## src/rtl/mips_pkg.sv

```systemverilog
// Shared MIPS control definitions: opcodes, ALUOp codes, mux selects,
// multicycle controller state encoding and the control output bundle.
// MC_MAIN_CTRL_ADDI_EN adds the addi execute/writeback states.
package mips_pkg;

    localparam int unsigned OPCODE_W = 6;
    localparam int unsigned ALUOP_W  = 2;
    localparam int unsigned SEL_W    = 2;
    localparam int unsigned STATE_W  = 4;

    localparam logic [OPCODE_W-1:0] OP_RTYPE = 6'b000000;
    localparam logic [OPCODE_W-1:0] OP_LW    = 6'b100011;
    localparam logic [OPCODE_W-1:0] OP_SW    = 6'b101011;
    localparam logic [OPCODE_W-1:0] OP_BEQ   = 6'b000100;
    localparam logic [OPCODE_W-1:0] OP_J     = 6'b000010;
    localparam logic [OPCODE_W-1:0] OP_ADDI  = 6'b001000;

    localparam logic [ALUOP_W-1:0] ALUOP_ADD   = 2'b00;
    localparam logic [ALUOP_W-1:0] ALUOP_SUB   = 2'b01;
    localparam logic [ALUOP_W-1:0] ALUOP_FUNCT = 2'b10;

    localparam logic [SEL_W-1:0] SRCB_RT      = 2'b00;
    localparam logic [SEL_W-1:0] SRCB_FOUR    = 2'b01;
    localparam logic [SEL_W-1:0] SRCB_IMM     = 2'b10;
    localparam logic [SEL_W-1:0] SRCB_IMM_SH2 = 2'b11;

    localparam logic [SEL_W-1:0] PCSRC_ALUOUT = 2'b01;
    localparam logic [SEL_W-1:0] PCSRC_JUMP   = 2'b10;

    typedef enum logic [STATE_W-1:0] {
        S_FETCH   = 4'd0,
        S_DECODE  = 4'd1,
        S_MEMADR  = 4'd2,
        S_MEMRD   = 4'd3,
        S_MEMWB   = 4'd4,
        S_MEMWR   = 4'd5,
        S_RTYPEEX = 4'd6,
        S_RTYPEWB = 4'd7,
        S_BEQEX   = 4'd8,
        S_JEX     = 4'd9
`ifdef MC_MAIN_CTRL_ADDI_EN
        ,
        S_ADDIEX  = 4'd10,
        S_ADDIWB  = 4'd11
`endif
    } mc_state_t;

    typedef struct packed {
        logic              pc_write;
        logic              branch;
        logic              iord;
        logic              mem_read;
        logic              mem_write;
        logic              ir_write;
        logic              reg_dst;
        logic              mem_to_reg;
        logic              reg_write;
        logic              alu_src_a;
        logic [SEL_W-1:0]  alu_src_b;
        logic [ALUOP_W-1:0] alu_op;
        logic [SEL_W-1:0]  pc_src;
        logic              illegal;
    } mc_ctrl_t;

    // Opcodes this controller knows how to sequence.
    function automatic logic op_is_legal(input logic [OPCODE_W-1:0] op);
        logic legal;
        case (op)
            OP_RTYPE, OP_LW, OP_SW, OP_BEQ, OP_J: legal = 1'b1;
`ifdef MC_MAIN_CTRL_ADDI_EN
            OP_ADDI: legal = 1'b1;
`else
            OP_ADDI: legal = 1'b0;
`endif
            default: legal = 1'b0;
        endcase
        return legal;
    endfunction

endpackage

```

## src/rtl/mc_main_ctrl_if.sv

```systemverilog
// Opcode/handshake inputs and datapath control outputs of the main controller.
interface mc_main_ctrl_if;
    import mips_pkg::*;

    logic [OPCODE_W-1:0] iopcode;
    logic                iMemReady;
    logic                oPCWrite;
    logic                oBranch;
    logic                oIorD;
    logic                oMemRead;
    logic                oMemWrite;
    logic                oIRWrite;
    logic                oRegDst;
    logic                oMemtoReg;
    logic                oRegWrite;
    logic                oALUSrcA;
    logic [SEL_W-1:0]    oALUSrcB;
    logic [ALUOP_W-1:0]  oALUOp;
    logic [SEL_W-1:0]    oPCSrc;
    logic                oIllegal;

    modport master (
        output iopcode, iMemReady,
        input  oPCWrite, oBranch, oIorD, oMemRead, oMemWrite, oIRWrite,
               oRegDst, oMemtoReg, oRegWrite, oALUSrcA, oALUSrcB, oALUOp,
               oPCSrc, oIllegal
    );

    modport slave (
        input  iopcode, iMemReady,
        output oPCWrite, oBranch, oIorD, oMemRead, oMemWrite, oIRWrite,
               oRegDst, oMemtoReg, oRegWrite, oALUSrcA, oALUSrcB, oALUOp,
               oPCSrc, oIllegal
    );
endinterface

```

## src/rtl/mc_ctrl_outdec.sv

```systemverilog
// Combinational decode of controller state (plus memory ready and the live
// opcode in DECODE) into the datapath control bundle. MC_MAIN_CTRL_ADDI_EN
// adds decode for the addi states.
module mc_ctrl_outdec
    import mips_pkg::*;
(
    input  logic                rst_n_i,
    input  mc_state_t           state_i,
    input  logic                mem_ready_i,
    input  logic [OPCODE_W-1:0] opcode_i,
    output mc_ctrl_t            ctrl_o
);

    // Per-state control values; everything not set stays 0, reset forces all 0.
    always_comb begin
        ctrl_o = '0;
        case (state_i)
            S_FETCH: begin
                ctrl_o.mem_read  = 1'b1;
                ctrl_o.alu_src_b = SRCB_FOUR;
                ctrl_o.alu_op    = ALUOP_ADD;
                ctrl_o.ir_write  = mem_ready_i;
                ctrl_o.pc_write  = mem_ready_i;
            end
            S_DECODE: begin
                ctrl_o.alu_src_b = SRCB_IMM_SH2;
                ctrl_o.alu_op    = ALUOP_ADD;
                ctrl_o.illegal   = !op_is_legal(opcode_i);
            end
            S_MEMADR: begin
                ctrl_o.alu_src_a = 1'b1;
                ctrl_o.alu_src_b = SRCB_IMM;
                ctrl_o.alu_op    = ALUOP_ADD;
            end
            S_MEMRD: begin
                ctrl_o.mem_read = 1'b1;
                ctrl_o.iord     = 1'b1;
            end
            S_MEMWB: begin
                ctrl_o.reg_write  = 1'b1;
                ctrl_o.mem_to_reg = 1'b1;
            end
            S_MEMWR: begin
                ctrl_o.mem_write = 1'b1;
                ctrl_o.iord      = 1'b1;
            end
            S_RTYPEEX: begin
                ctrl_o.alu_src_a = 1'b1;
                ctrl_o.alu_src_b = SRCB_RT;
                ctrl_o.alu_op    = ALUOP_FUNCT;
            end
            S_RTYPEWB: begin
                ctrl_o.reg_write = 1'b1;
                ctrl_o.reg_dst   = 1'b1;
            end
            S_BEQEX: begin
                ctrl_o.alu_src_a = 1'b1;
                ctrl_o.alu_src_b = SRCB_RT;
                ctrl_o.alu_op    = ALUOP_SUB;
                ctrl_o.branch    = 1'b1;
                ctrl_o.pc_src    = PCSRC_ALUOUT;
            end
            S_JEX: begin
                ctrl_o.pc_write = 1'b1;
                ctrl_o.pc_src   = PCSRC_JUMP;
            end
`ifdef MC_MAIN_CTRL_ADDI_EN
            S_ADDIEX: begin
                ctrl_o.alu_src_a = 1'b1;
                ctrl_o.alu_src_b = SRCB_IMM;
                ctrl_o.alu_op    = ALUOP_ADD;
            end
            S_ADDIWB: begin
                ctrl_o.reg_write = 1'b1;
            end
`endif
            default: ;
        endcase
        if (!rst_n_i) begin
            ctrl_o = '0;
        end
    end

endmodule

```

## src/rtl/mc_main_ctrl.sv

```systemverilog
// Multicycle MIPS main control FSM: sequences fetch/decode/execute/memory/
// writeback steps and stalls memory steps on iMemReady.
// MC_MAIN_CTRL_ADDI_EN makes opcode 001000 (addi) legal.
module mc_main_ctrl
    import mips_pkg::*;
(
    input  logic          iclk,
    input  logic          irst_n,
    mc_main_ctrl_if.slave bus
);

    mc_state_t           state_q, state_d;
    logic [OPCODE_W-1:0] opcode_q, opcode_d;
    mc_ctrl_t            ctrl;

    // State and latched-opcode registers, synchronous active-low reset.
    always_ff @(posedge iclk) begin
        if (!irst_n) begin
            state_q  <= S_FETCH;
            opcode_q <= OP_RTYPE;
        end else begin
            state_q  <= state_d;
            opcode_q <= opcode_d;
        end
    end

    // Next-state logic; opcode captured in DECODE so later steps ignore iopcode.
    always_comb begin
        state_d  = state_q;
        opcode_d = opcode_q;
        case (state_q)
            S_FETCH: begin
                if (bus.iMemReady) state_d = S_DECODE;
            end
            S_DECODE: begin
                opcode_d = bus.iopcode;
                case (bus.iopcode)
                    OP_LW, OP_SW: state_d = S_MEMADR;
                    OP_RTYPE:     state_d = S_RTYPEEX;
                    OP_BEQ:       state_d = S_BEQEX;
                    OP_J:         state_d = S_JEX;
`ifdef MC_MAIN_CTRL_ADDI_EN
                    OP_ADDI:      state_d = S_ADDIEX;
`endif
                    default:      state_d = S_FETCH;
                endcase
            end
            S_MEMADR:  state_d = (opcode_q == OP_SW) ? S_MEMWR : S_MEMRD;
            S_MEMRD: begin
                if (bus.iMemReady) state_d = S_MEMWB;
            end
            S_MEMWB:   state_d = S_FETCH;
            S_MEMWR: begin
                if (bus.iMemReady) state_d = S_FETCH;
            end
            S_RTYPEEX: state_d = S_RTYPEWB;
            S_RTYPEWB: state_d = S_FETCH;
            S_BEQEX:   state_d = S_FETCH;
            S_JEX:     state_d = S_FETCH;
`ifdef MC_MAIN_CTRL_ADDI_EN
            S_ADDIEX:  state_d = S_ADDIWB;
            S_ADDIWB:  state_d = S_FETCH;
`endif
            default:   state_d = S_FETCH;
        endcase
    end

    mc_ctrl_outdec u_outdec (
        .rst_n_i     (irst_n),
        .state_i     (state_q),
        .mem_ready_i (bus.iMemReady),
        .opcode_i    (bus.iopcode),
        .ctrl_o      (ctrl)
    );

    assign bus.oPCWrite  = ctrl.pc_write;
    assign bus.oBranch   = ctrl.branch;
    assign bus.oIorD     = ctrl.iord;
    assign bus.oMemRead  = ctrl.mem_read;
    assign bus.oMemWrite = ctrl.mem_write;
    assign bus.oIRWrite  = ctrl.ir_write;
    assign bus.oRegDst   = ctrl.reg_dst;
    assign bus.oMemtoReg = ctrl.mem_to_reg;
    assign bus.oRegWrite = ctrl.reg_write;
    assign bus.oALUSrcA  = ctrl.alu_src_a;
    assign bus.oALUSrcB  = ctrl.alu_src_b;
    assign bus.oALUOp    = ctrl.alu_op;
    assign bus.oPCSrc    = ctrl.pc_src;
    assign bus.oIllegal  = ctrl.illegal;

endmodule

```

## src/flat_wrapper.sv

```systemverilog
// flat-port wrapper written by rule: the top's interface ports become plain ports
module mc_main_ctrl_flat import mips_pkg::*;
  (iclk, irst_n, bus_iopcode, bus_iMemReady, bus_oPCWrite, bus_oBranch, bus_oIorD, bus_oMemRead, bus_oMemWrite, bus_oIRWrite, bus_oRegDst, bus_oMemtoReg, bus_oRegWrite, bus_oALUSrcA, bus_oALUSrcB, bus_oALUOp, bus_oPCSrc, bus_oIllegal);
  mc_main_ctrl_if bus_i ();
  input  logic iclk;
  input  logic irst_n;
  input wire logic [$bits(bus_i.iopcode)-1:0] bus_iopcode;
  input wire logic [$bits(bus_i.iMemReady)-1:0] bus_iMemReady;
  output wire logic [$bits(bus_i.oPCWrite)-1:0] bus_oPCWrite;
  output wire logic [$bits(bus_i.oBranch)-1:0] bus_oBranch;
  output wire logic [$bits(bus_i.oIorD)-1:0] bus_oIorD;
  output wire logic [$bits(bus_i.oMemRead)-1:0] bus_oMemRead;
  output wire logic [$bits(bus_i.oMemWrite)-1:0] bus_oMemWrite;
  output wire logic [$bits(bus_i.oIRWrite)-1:0] bus_oIRWrite;
  output wire logic [$bits(bus_i.oRegDst)-1:0] bus_oRegDst;
  output wire logic [$bits(bus_i.oMemtoReg)-1:0] bus_oMemtoReg;
  output wire logic [$bits(bus_i.oRegWrite)-1:0] bus_oRegWrite;
  output wire logic [$bits(bus_i.oALUSrcA)-1:0] bus_oALUSrcA;
  output wire logic [$bits(bus_i.oALUSrcB)-1:0] bus_oALUSrcB;
  output wire logic [$bits(bus_i.oALUOp)-1:0] bus_oALUOp;
  output wire logic [$bits(bus_i.oPCSrc)-1:0] bus_oPCSrc;
  output wire logic [$bits(bus_i.oIllegal)-1:0] bus_oIllegal;
  assign bus_i.iopcode = bus_iopcode;
  assign bus_i.iMemReady = bus_iMemReady;
  assign bus_oPCWrite = bus_i.oPCWrite;
  assign bus_oBranch = bus_i.oBranch;
  assign bus_oIorD = bus_i.oIorD;
  assign bus_oMemRead = bus_i.oMemRead;
  assign bus_oMemWrite = bus_i.oMemWrite;
  assign bus_oIRWrite = bus_i.oIRWrite;
  assign bus_oRegDst = bus_i.oRegDst;
  assign bus_oMemtoReg = bus_i.oMemtoReg;
  assign bus_oRegWrite = bus_i.oRegWrite;
  assign bus_oALUSrcA = bus_i.oALUSrcA;
  assign bus_oALUSrcB = bus_i.oALUSrcB;
  assign bus_oALUOp = bus_i.oALUOp;
  assign bus_oPCSrc = bus_i.oPCSrc;
  assign bus_oIllegal = bus_i.oIllegal;
  mc_main_ctrl u_core (.iclk(iclk), .irst_n(irst_n), .bus(bus_i));
endmodule
```

## config.mk

```make
export PLATFORM = sky130hd
export DESIGN_NAME = mc_main_ctrl_flat
export DESIGN_NICKNAME = d
export VERILOG_FILES = /design/src/rtl/mips_pkg.sv /design/src/rtl/mc_main_ctrl_if.sv /design/src/rtl/mc_ctrl_outdec.sv /design/src/rtl/mc_main_ctrl.sv /design/src/flat_wrapper.sv
export SDC_FILE = /design/constraint.sdc
export NUM_CORES = 1
export LEC_CHECK = 0
export ABC_AREA = 0
export ABC_CLOCK_PERIOD_IN_PS = 2500
export CAP_MARGIN = 0
export CORE_MARGIN = 2
export CORE_UTILIZATION = 35
export CTS_BUF_LIST = sky130_fd_sc_hd__clkbuf_16
export DETAILED_ROUTE_END_ITERATION = 12
export DONT_BUFFER_PORTS = 1
export REMOVE_ABC_BUFFERS = 1
export SLEW_MARGIN = 20
export SYNTH_ARGS = -nofsm -noshare
export SYNTH_HDL_FRONTEND = slang
export SYNTH_SLANG_ARGS = --single-unit
```

## constraint.sdc

```tcl
create_clock -name iclk -period 2.5 [get_ports iclk]
set_input_delay 0.25 -clock iclk [delete_from_list [all_inputs] [get_ports iclk]]
set_output_delay 0.25 -clock iclk [all_outputs]
set_load 0.01 [all_outputs]
```

After elaboration in Yosys (flattened, before gate mapping)
Cells that the tools add are included.
{ "classes": {"add_sub_neg": 0, "multipliers": 0, "div_mod_pow": 0, "order_cmp": 0, "eq_ne": 17, "n_shift": 0, "muxes": 22, "bitwise": 0, "n_reduce_logical": 10} }
{ "op_table": {"columns": ["operator", "count"], "rows": [
  ["4-bit one-hot mux with 6 select lines", 1],
  ["4-bit one-hot mux with 5 select lines", 1],
  ["6-bit equality test (second input constant)", 3],
  ["17-bit two-way mux", 1],
  ["4-bit by 3-bit equality test with 1-bit output (second input constant)", 4],
  ["4-bit one-hot mux with 4 select lines", 1],
  ["1-bit two-way mux", 12],
  ["4-bit two-way mux", 3],
  ["4-bit by 2-bit equality test with 1-bit output (second input constant)", 2],
  ["4-bit equality test (second input constant)", 2],
  ["2-bit OR reduction", 4],
  ["6-bit by 2-bit equality test with 1-bit output (second input constant)", 1],
  ["6-bit by 3-bit equality test with 1-bit output (second input constant)", 1],
  ["6-bit zero test", 1],
  ["2-bit != test (second input constant)", 3],
  ["5-bit OR reduction", 1],
  ["4-bit by 1-bit equality test with 1-bit output (second input constant)", 1],
  ["4-bit zero test", 1],
  ["2-bit one-hot mux with 2 select lines", 1],
  ["3-bit two-way mux", 1],
  ["3-bit AND reduction", 1],
  ["3-bit OR reduction", 1],
  ["1-bit one-hot mux with 2 select lines", 1],
  ["1-bit zero test", 1]
]} }
{ "word_totals": {"ff_bits": 10, "latchBits": 0, "ram_bits": 0, "romBits": 0, "input_bits": 9, "output_inout_bits": 17, "wordCells": 51, "mem_count": 0} }

Logic depth before layout (Yosys ltp)
Gate-level depths: netlist of the first run.
{ "logic_depth": {"ltp_word": 7, "depth_mapped": 5, "ltp_nobuf": 3} }

By module
From an unflattened synthesis of the first run, not the netlist that was laid out.
{ "hier_totals": {"cells_unflattened": 93, "hier_area_um2": 808.3} }
{ "by_module_without_submodules": {"columns": ["module", "instances", "cells_each", "area_each_um2", "seq_area_each_um2"], "rows": [
  ["mc_main_ctrl", 1, 59, 576.8, 200.2],
  ["mc_ctrl_outdec", 1, 34, 231.5, 0.0]
]} }

Worst setup path after synthesis of the first run
OpenSTA, ideal clock, no wires.
{ "synth_path": {"path_type": "register to output", "from": "register u_core.state_q[2]", "to": "output bus_oIllegal", "arrival_time_ps": 1238, "required_ps": 2250, "setup_slack_ps": 1012, "stages_incl_launch_ff": 6, "path_buffers": 2, "path_cell_list": "dfxtp_1 buf_6 nor4b_2 buf_4 nand2_1 nor3b_1"} }
{ "synth_between": {"elab_chain_cells": 3} }
{ "synth_lines": {"columns": ["item", "line_no", "rtl"], "rows": [
  ["from (decl)", "mc_main_ctrl.sv:12", "mc_state_t state_q, state_d;"],
  ["from (signal assigned)", "mc_main_ctrl.sv:22", "state_q <= state_d;"],
  ["4-bit by 1-bit equality test with 1-bit output", "mc_ctrl_outdec.sv:17", "case (state_i)"],
  ["1-bit two-way mux", "mc_ctrl_outdec.sv:17", null],
  ["17-bit two-way mux", "mc_ctrl_outdec.sv:79", "if (!rst_n_i) begin"],
  ["to (decl)", "flat_wrapper.sv:22", "output wire logic [$bits(bus_i.oIllegal)-1:0] bus_oIllegal;"]
]} }
Every way passes these cells.

Worst setup path in the final report of the first run
{ "layout_path": {"from": "register u_core.state_q[0]", "to": "output bus_oIllegal"} }
The elaborated chain is that of the path after synthesis.

==> results of run 1 <==
-- state kept, by name, summed over array words and instances (netlist names) --
name and count:
u_core.opcode_q 6, u_core.state_q 4
-- how the worst max path moves through the flow --
stage | startpoint | to | slack [ns]
final | u_core.state_q[0]$_SDFFE_PN0P_ | bus_oIllegal | 0.49
after global routing | u_core.state_q[0]$_SDFFE_PN0P_ | bus_oIllegal | 0.31
after CTS | u_core.state_q[0]$_SDFFE_PN0P_ | bus_oIllegal | 0.47
after global placement | u_core.state_q[0]$_SDFFE_PN0P_ | bus_oIllegal | 0.76
after floorplan | u_core.state_q[0]$_SDFFE_PN0P_ | bus_oIllegal | 0.42
after detailed placement | u_core.state_q[0]$_SDFFE_PN0P_ | bus_oIllegal | 0.74
-- layer usage --
layer | track usage [%] | vias up | wire [µm]
li1 | - | 334 | -
met1 | 18.7 | 306 | 702
met2 | 25.5 | 30 | 827
met3 | 6.75 | 4 | 175
met4 | 10.5 | 0 | 33
met5 | 0 | - | 0
-- area by class of cell --
class                   count  area (µm²)
inverters                   1        3.75
fillers                   213        1120
clock buffers               3        75.1
repair buffers              3        22.5
multi-input cells          74         478
clock inverters             1        3.75
flip-flops and latches     10         200
well taps                  27        33.8
-- power breakdown --
| group | internal, mW | switching [mW] | total [mW] | leakage, nW |
|---|---|---|---|---|
| Sequential | 0.168 | 0.00930 | 0.177 | 0.0815 |
| Clock | 0.210 | 0.0766 | 0.286 | 0.0385 |
| Combinational | 0.0254 | 0.0299 | 0.0553 | 0.162 |
-- worst max-delay path: cells and delay by family, from the launching register on --
kind,cells,cell delay (ns)
buf+inv,2,0.38
flops,1,0.58
simple gates,3,0.56
-- cells by family after synthesis --
kind of cell / Yosys count / synth area share (%)
AOI/OAI and AO/OA: 14 / 13.8
xor gates and xnor gates: 2 / 2.44
buffers and inverters: 6 / 5.41
DFF: 10 / 27.9
muxes: 6 / 8.38
and+or+nand+nor: 52 / 42.1
-- per-stage QoR --
step	worst slack, ns	hold slack (ns)	utilization [%]
after CTS	0.468	0.0884	42.1
final	0.488	0.0917	42.1
after detailed placement	0.739	0.338	38.0
after global routing	0.309	0.0894	42.1
after global placement	0.761	0.333	38.0
after floorplan	0.416	0.327	-
-- placed cells by master, fill, tap and decap left out, types with 2 or more instances in the layout --
cell        n
nand4_1     2
a21oi_1     2
nand3b_1    2
dfxtp_1    10
nor3_1      5
mux2i_1     6
nor3b_1     3
nor2b_1     3
a31oi_1     2
nand2b_1    4
clkbuf_16   3
clkinv_1    2
a21o_1      2
and2b_1     2
nor4_1      2
buf_4       3
nor2_1     16
nand2_1     5
xnor2_1     2
==> impl_metrics.toml, run 1 <==
[sta]
min_period_over_period_pct = 80.5
rsz0062_at_grt = "no"
drv_slew = 0
fin_worst_skew_ns = 0.00266
worst_slew_pin_slew_ns = 0.550
final.setup.tns_ns = 0
finalHoldViolCount = 0
final.min_clock_period_ns = 2.01
fmax_ghz = 0.497
setup_violations = 0
max_slew_margin_pct = 62.8

[status]
outcome = "complete, no violations"

[drt]
wire_per_inst_um = 14.6
vias = 674
drtPass1Iterations = 4
drtIter0Drc = 12
drc_errors = 0
antenna_left = 0
avgViaCountPerCell = 5.66
wirelength_um = 1740

[critical_path]
path_common_cell = "buf_4"
r2r_start = "u_core.state_q[1]$_SDFFE_PN0P_"
reg2reg_to = "u_core.state_q[1]$_SDFFE_PN0P_"
r2r_cells = 3
path_max_fanout = 17
slowest_stage = "dfxtp_1"
slowest_delay_ns = 0.58
path_cells = "nor4b_2 -> buf_4 -> nand2_1 -> nor3b_1 -> buf_4"
path_class = "flip-flop to output port"
cp-start-kind = "flip-flop"
crit_path_end_kind = "output port"
arrival_ns = 1.76
regToRegSetupSlack_ns = 0.94
critPathRequiredTime_ns = 2.25

[pwr]
leakagePower_nw = 0.282
power_mw = 0.519
peakVddDrop_mv = 0.434
power_density_nw_per_um2 = 635

[placed_design]
post_dp_cell_area_um2 = 738
dp_cells = 115
hpwl_um = 1280
gp_congestion = 0.777
port-buffer-count = 0

[logic_synthesis]
synthFlopType = "dfxtp_1"
synthMostInstantiatedCell = "nor2_1"
synth-edff-count = 0
yosysTopAreaCell = "dfxtp_1"
synth_warnings = 0
yosysSeqAreaShare_pct = 27.9
async_flop_share_pct = 0
syn_avg_cell_area_um2 = 7.97
synth_top_cell_area_share_pct = 27.9
netlist_top_cells_area = "dfxtp_1 28%, mux2i_1 8.4%, nor2_1 8.4%"
yosys-top-cells-count = "16 x nor2_1, 10 x dfxtp_1, 6 x mux2i_1, 5 x nand2_1, 5 x nor3_1"
synth_cells = 90
ys_types = 37
ys_ff_latch = 10
synth_area_um2 = 717

[clock_tree]
cts_buffers = 3
htree_num_levels = 1
cts_root_buffer = "clkbuf_16"
clkLatencyLatePin_ns = 0.24
cts_setup_buffers = 0
path_clk_slew_ns = 0.04
clk_path_buf_depth = 2
hold_buffers = 0
cts_resized = 0
tritoncts = "done"
clkSinkCount = 10

[global_route]
grt.overflow.total = 0
gr-usage-all-layers_pct = 16.5
grt_pass1_vias = 666
antenna_found_initial = 0
grt_first_pass_wirelength_um = 3080
grt_max_degree = 19

[floorplan]
dieArea_um2 = 2430
die_x_um = 49.3
fp.dieH_um = 49.3
io_pins = 26
fp-row-count = 16
start_util_pct = 36.9
core_area_um2 = 1940

[hold_path]
hold_path.class = "input pin to flip-flop"
min_to = "u_core.state_q[3]$_SDFFE_PN0P_"
holdPathStages = 1
hold_start = "bus_iopcode[4]"

[cells_and_area]
fin_area_um2 = 817
area_growth_pct = 14.0
antenna_cells = 0
layoutNonFillerInstCount = 119
nets = 102
drive_gt1_share_pct = 8.70

[job]
max-cap-violations = 0
Note: power is estimated with default switching activity, not from simulation.
==> inputs of run 2 (changes only) <==
--- a/config.mk
+++ b/config.mk
@@ -5,8 +5,8 @@
 export SDC_FILE = /design/constraint.sdc
 export NUM_CORES = 1
 export LEC_CHECK = 0
-export ABC_AREA = 0
-export ABC_CLOCK_PERIOD_IN_PS = 2500
+export ABC_AREA = 1
+export ABC_CLOCK_PERIOD_IN_PS = 1800
 export CAP_MARGIN = 0
 export CORE_MARGIN = 2
 export CORE_UTILIZATION = 35
==> constraint.sdc (replaced) <==
create_clock -name iclk -period 1.8 [get_ports iclk]
set_input_delay 0.18 -clock iclk [delete_from_list [all_inputs] [get_ports iclk]]
set_output_delay 0.18 -clock iclk [all_outputs]
set_load 0.01 [all_outputs]
==> impl_metrics.toml, run 2 <==
[pwr]
peakVddDrop_mv = 0.598
power_mw = 0.754
leakagePower_nw = 0.384
power_density_nw_per_um2 = 916

[critical_path]
path_max_fanout = 5
arrival_ns = 1.47
crit_path_end_kind = "output port"
cp-start-kind = "flip-flop"
critPathRequiredTime_ns = 1.62
path_class = "flip-flop to output port"
r2r_cells = 5

[placed_design]
post_dp_cell_area_um2 = 743
dp_slack_ns = 0.302
gp_congestion = 0.857
hpwl_um = 1330
dp_cells = 150
port-buffer-count = 0

[clock_tree]
tritoncts = "done"
clkSinkCount = 10
htree_num_levels = 1
cts_root_buffer = "clkbuf_16"
cts_setup_buffers = 0
clk_path_buf_depth = 2
clkLatencyLatePin_ns = 0.23
path_clk_slew_ns = 0.04
cts_buffers = 3

[floorplan]
dieArea_um2 = 2460
fp-row-count = 16
io_pins = 26
core_area_um2 = 1960
start_util_pct = 37.1
die_x_um = 49.6
fp.dieH_um = 49.6

[sta]
layout_setup_ws_ns = 0.152
fmax_ghz = 0.607
max_slew_margin_pct = 74.7
hold_ws_ns = 0.0481
rsz0062_at_grt = "no"
drv_slew = 0
min_period_over_period_pct = 91.6
final.min_clock_period_ns = 1.65
worst_slew_pin_slew_ns = 0.377
final.setup.tns_ns = 0
setup_violations = 0
finalHoldViolCount = 0
fin_worst_skew_ns = 0.00175

[logic_synthesis]
yosys-top-cells-count = "33 x nor2_1, 21 x nand2_1, 16 x inv_1, 10 x dfxtp_1, 9 x nand3_1"
syn_avg_cell_area_um2 = 5.83
synthMostInstantiatedCell = "nor2_1"
async_flop_share_pct = 0
ys_types = 18
synthFlopType = "dfxtp_1"
ys_ff_latch = 10
yosysSeqAreaShare_pct = 27.5
synth_warnings = 0
yosysTopAreaCell = "dfxtp_1"
synth_cells = 125
synth-edff-count = 0
netlist_top_cells_area = "dfxtp_1 27%, nor2_1 17%, nand2_1 11%"
synth_area_um2 = 728
synth_top_cell_area_share_pct = 27.5

[hold_path]
holdPathStages = 2
hold_path.class = "input pin to flip-flop"

[cells_and_area]
layout_common_cells = "33 x nor2_1, 21 x nand2_1, 16 x inv_1, 10 x dfxtp_1, 9 x nand3_1"
fin_area_um2 = 823
antenna_cells = 0
multiInputGateArea_um2 = 428
nets = 137
top_register = "u_core.opcode_q"
fin_util_pct = 42.0
final_common_cell = "nor2_1"
nFillCells = 228
reg_top3 = "u_core.opcode_q: 6 flops, u_core.state_q: 4 flops"
layoutNonFillerInstCount = 153
layout.area.seq_um2 = 200
area_growth_pct = 13.1
largest_register_ff_count = 6
drive_gt1_share_pct = 16.7

[global_route]
use_met1_pct = 19.0
grt_pass1_vias = 678
met3_usage_pct = 4.85
use_met2_pct = 21.6
grt_first_pass_wirelength_um = 2820
grt.overflow.total = 0
antenna_found_initial = 0
grt_most_used_layer = "met2"
gr-usage-all-layers_pct = 15.0
grt_max_degree = 11

[drt]
antenna_left = 0
vias = 745
drc_errors = 0
drtPass1Iterations = 4
avgViaCountPerCell = 4.87
wirelength_um = 1650
drtIter0Drc = 26
wire_per_inst_um = 10.8

[status]
outcome = "complete, no violations"

[job]
max-cap-violations = 0
==> run 2: cell count changes in the layout (fill, tap and decap cells not counted), sizes merged, moves of 3 or more <==
| cell | before | now |
|---|---|---|
| nor3 | 5 | 2 |
| mux2i | 6 | 0 |
| nor2 | 16 | 36 |
| nand2 | 5 | 25 |
| nand3 | 0 | 11 |
| inv | 0 | 21 |
| o21ai | 1 | 7 |
| a21oi | 2 | 7 |
| nor2b | 3 | 0 |
| nor3b | 3 | 0 |
| nand2b | 4 | 0 |
==> run 2: path summary, 6_finish.rpt <==
kind,from,end,slack [ns]
worst max-delay path,u_core.state_q[3]$_SDFFE_PN0P_,bus_oIllegal,0.15
worst min-delay path,irst_n,u_core.state_q[1]$_SDFFE_PN0P_,0.05
worst max register to register,u_core.state_q[0]$_SDFFE_PN0P_,u_core.opcode_q[0]$_SDFFE_PN0N_,0.45
worst min register to register,u_core.opcode_q[0]$_SDFFE_PN0N_,u_core.opcode_q[0]$_SDFFE_PN0N_,0.47
==> run 2: layout make-up <==
class                   instances  share of cell area (%)
multi-input cells              91                    52.0
flip-flops and latches         10                    24.3
inverters                      21                    9.57
clock buffers                   3                    9.12
well taps                      27                    4.10
repair buffers                  1                   0.912
==> run 2: where the power goes <==
group,switching (mW),internal (mW),total [mW]
Combinational,0.0772,0.0378,0.115
Sequential,0.0136,0.243,0.257
Clock,0.0951,0.287,0.382
Total,0.186,0.568,0.754
==> run 2: timing repair <==
item,CTS,global route
hold buffers,0,0
endpoints found under the setup margin,0,1
resized for setup,0,1
==> run 2: routing by layer <==
metal / routed length, µm / vias up
met5: 0 / -
met4: 29 / 0
met3: 170 / 4
met2: 692 / 34
met1: 757 / 319
li1: - / 388
==> run 2: cell families (layout without fill, tap and decap cells) <==
logic type / Yosys count / after routing / share of synthesized area (%)
AO/OA/AOI/OAI: 14 / 14 / 10.7
buffers and inverters: 24 / 25 / 14.4
AND/OR/NAND/NOR: 77 / 77 / 47.4
flip-flops: 10 / 10 / 27.5
==> run 2: critical path: stages (launching register included) <==
cell and delay [ns]:
dfxtp_1 0.29, inv_1 0.14, nand2_4 0.09, nor2_1 0.12, inv_2 0.06, nor2_2 0.16
nand2_1 0.10, nor3_2 0.28
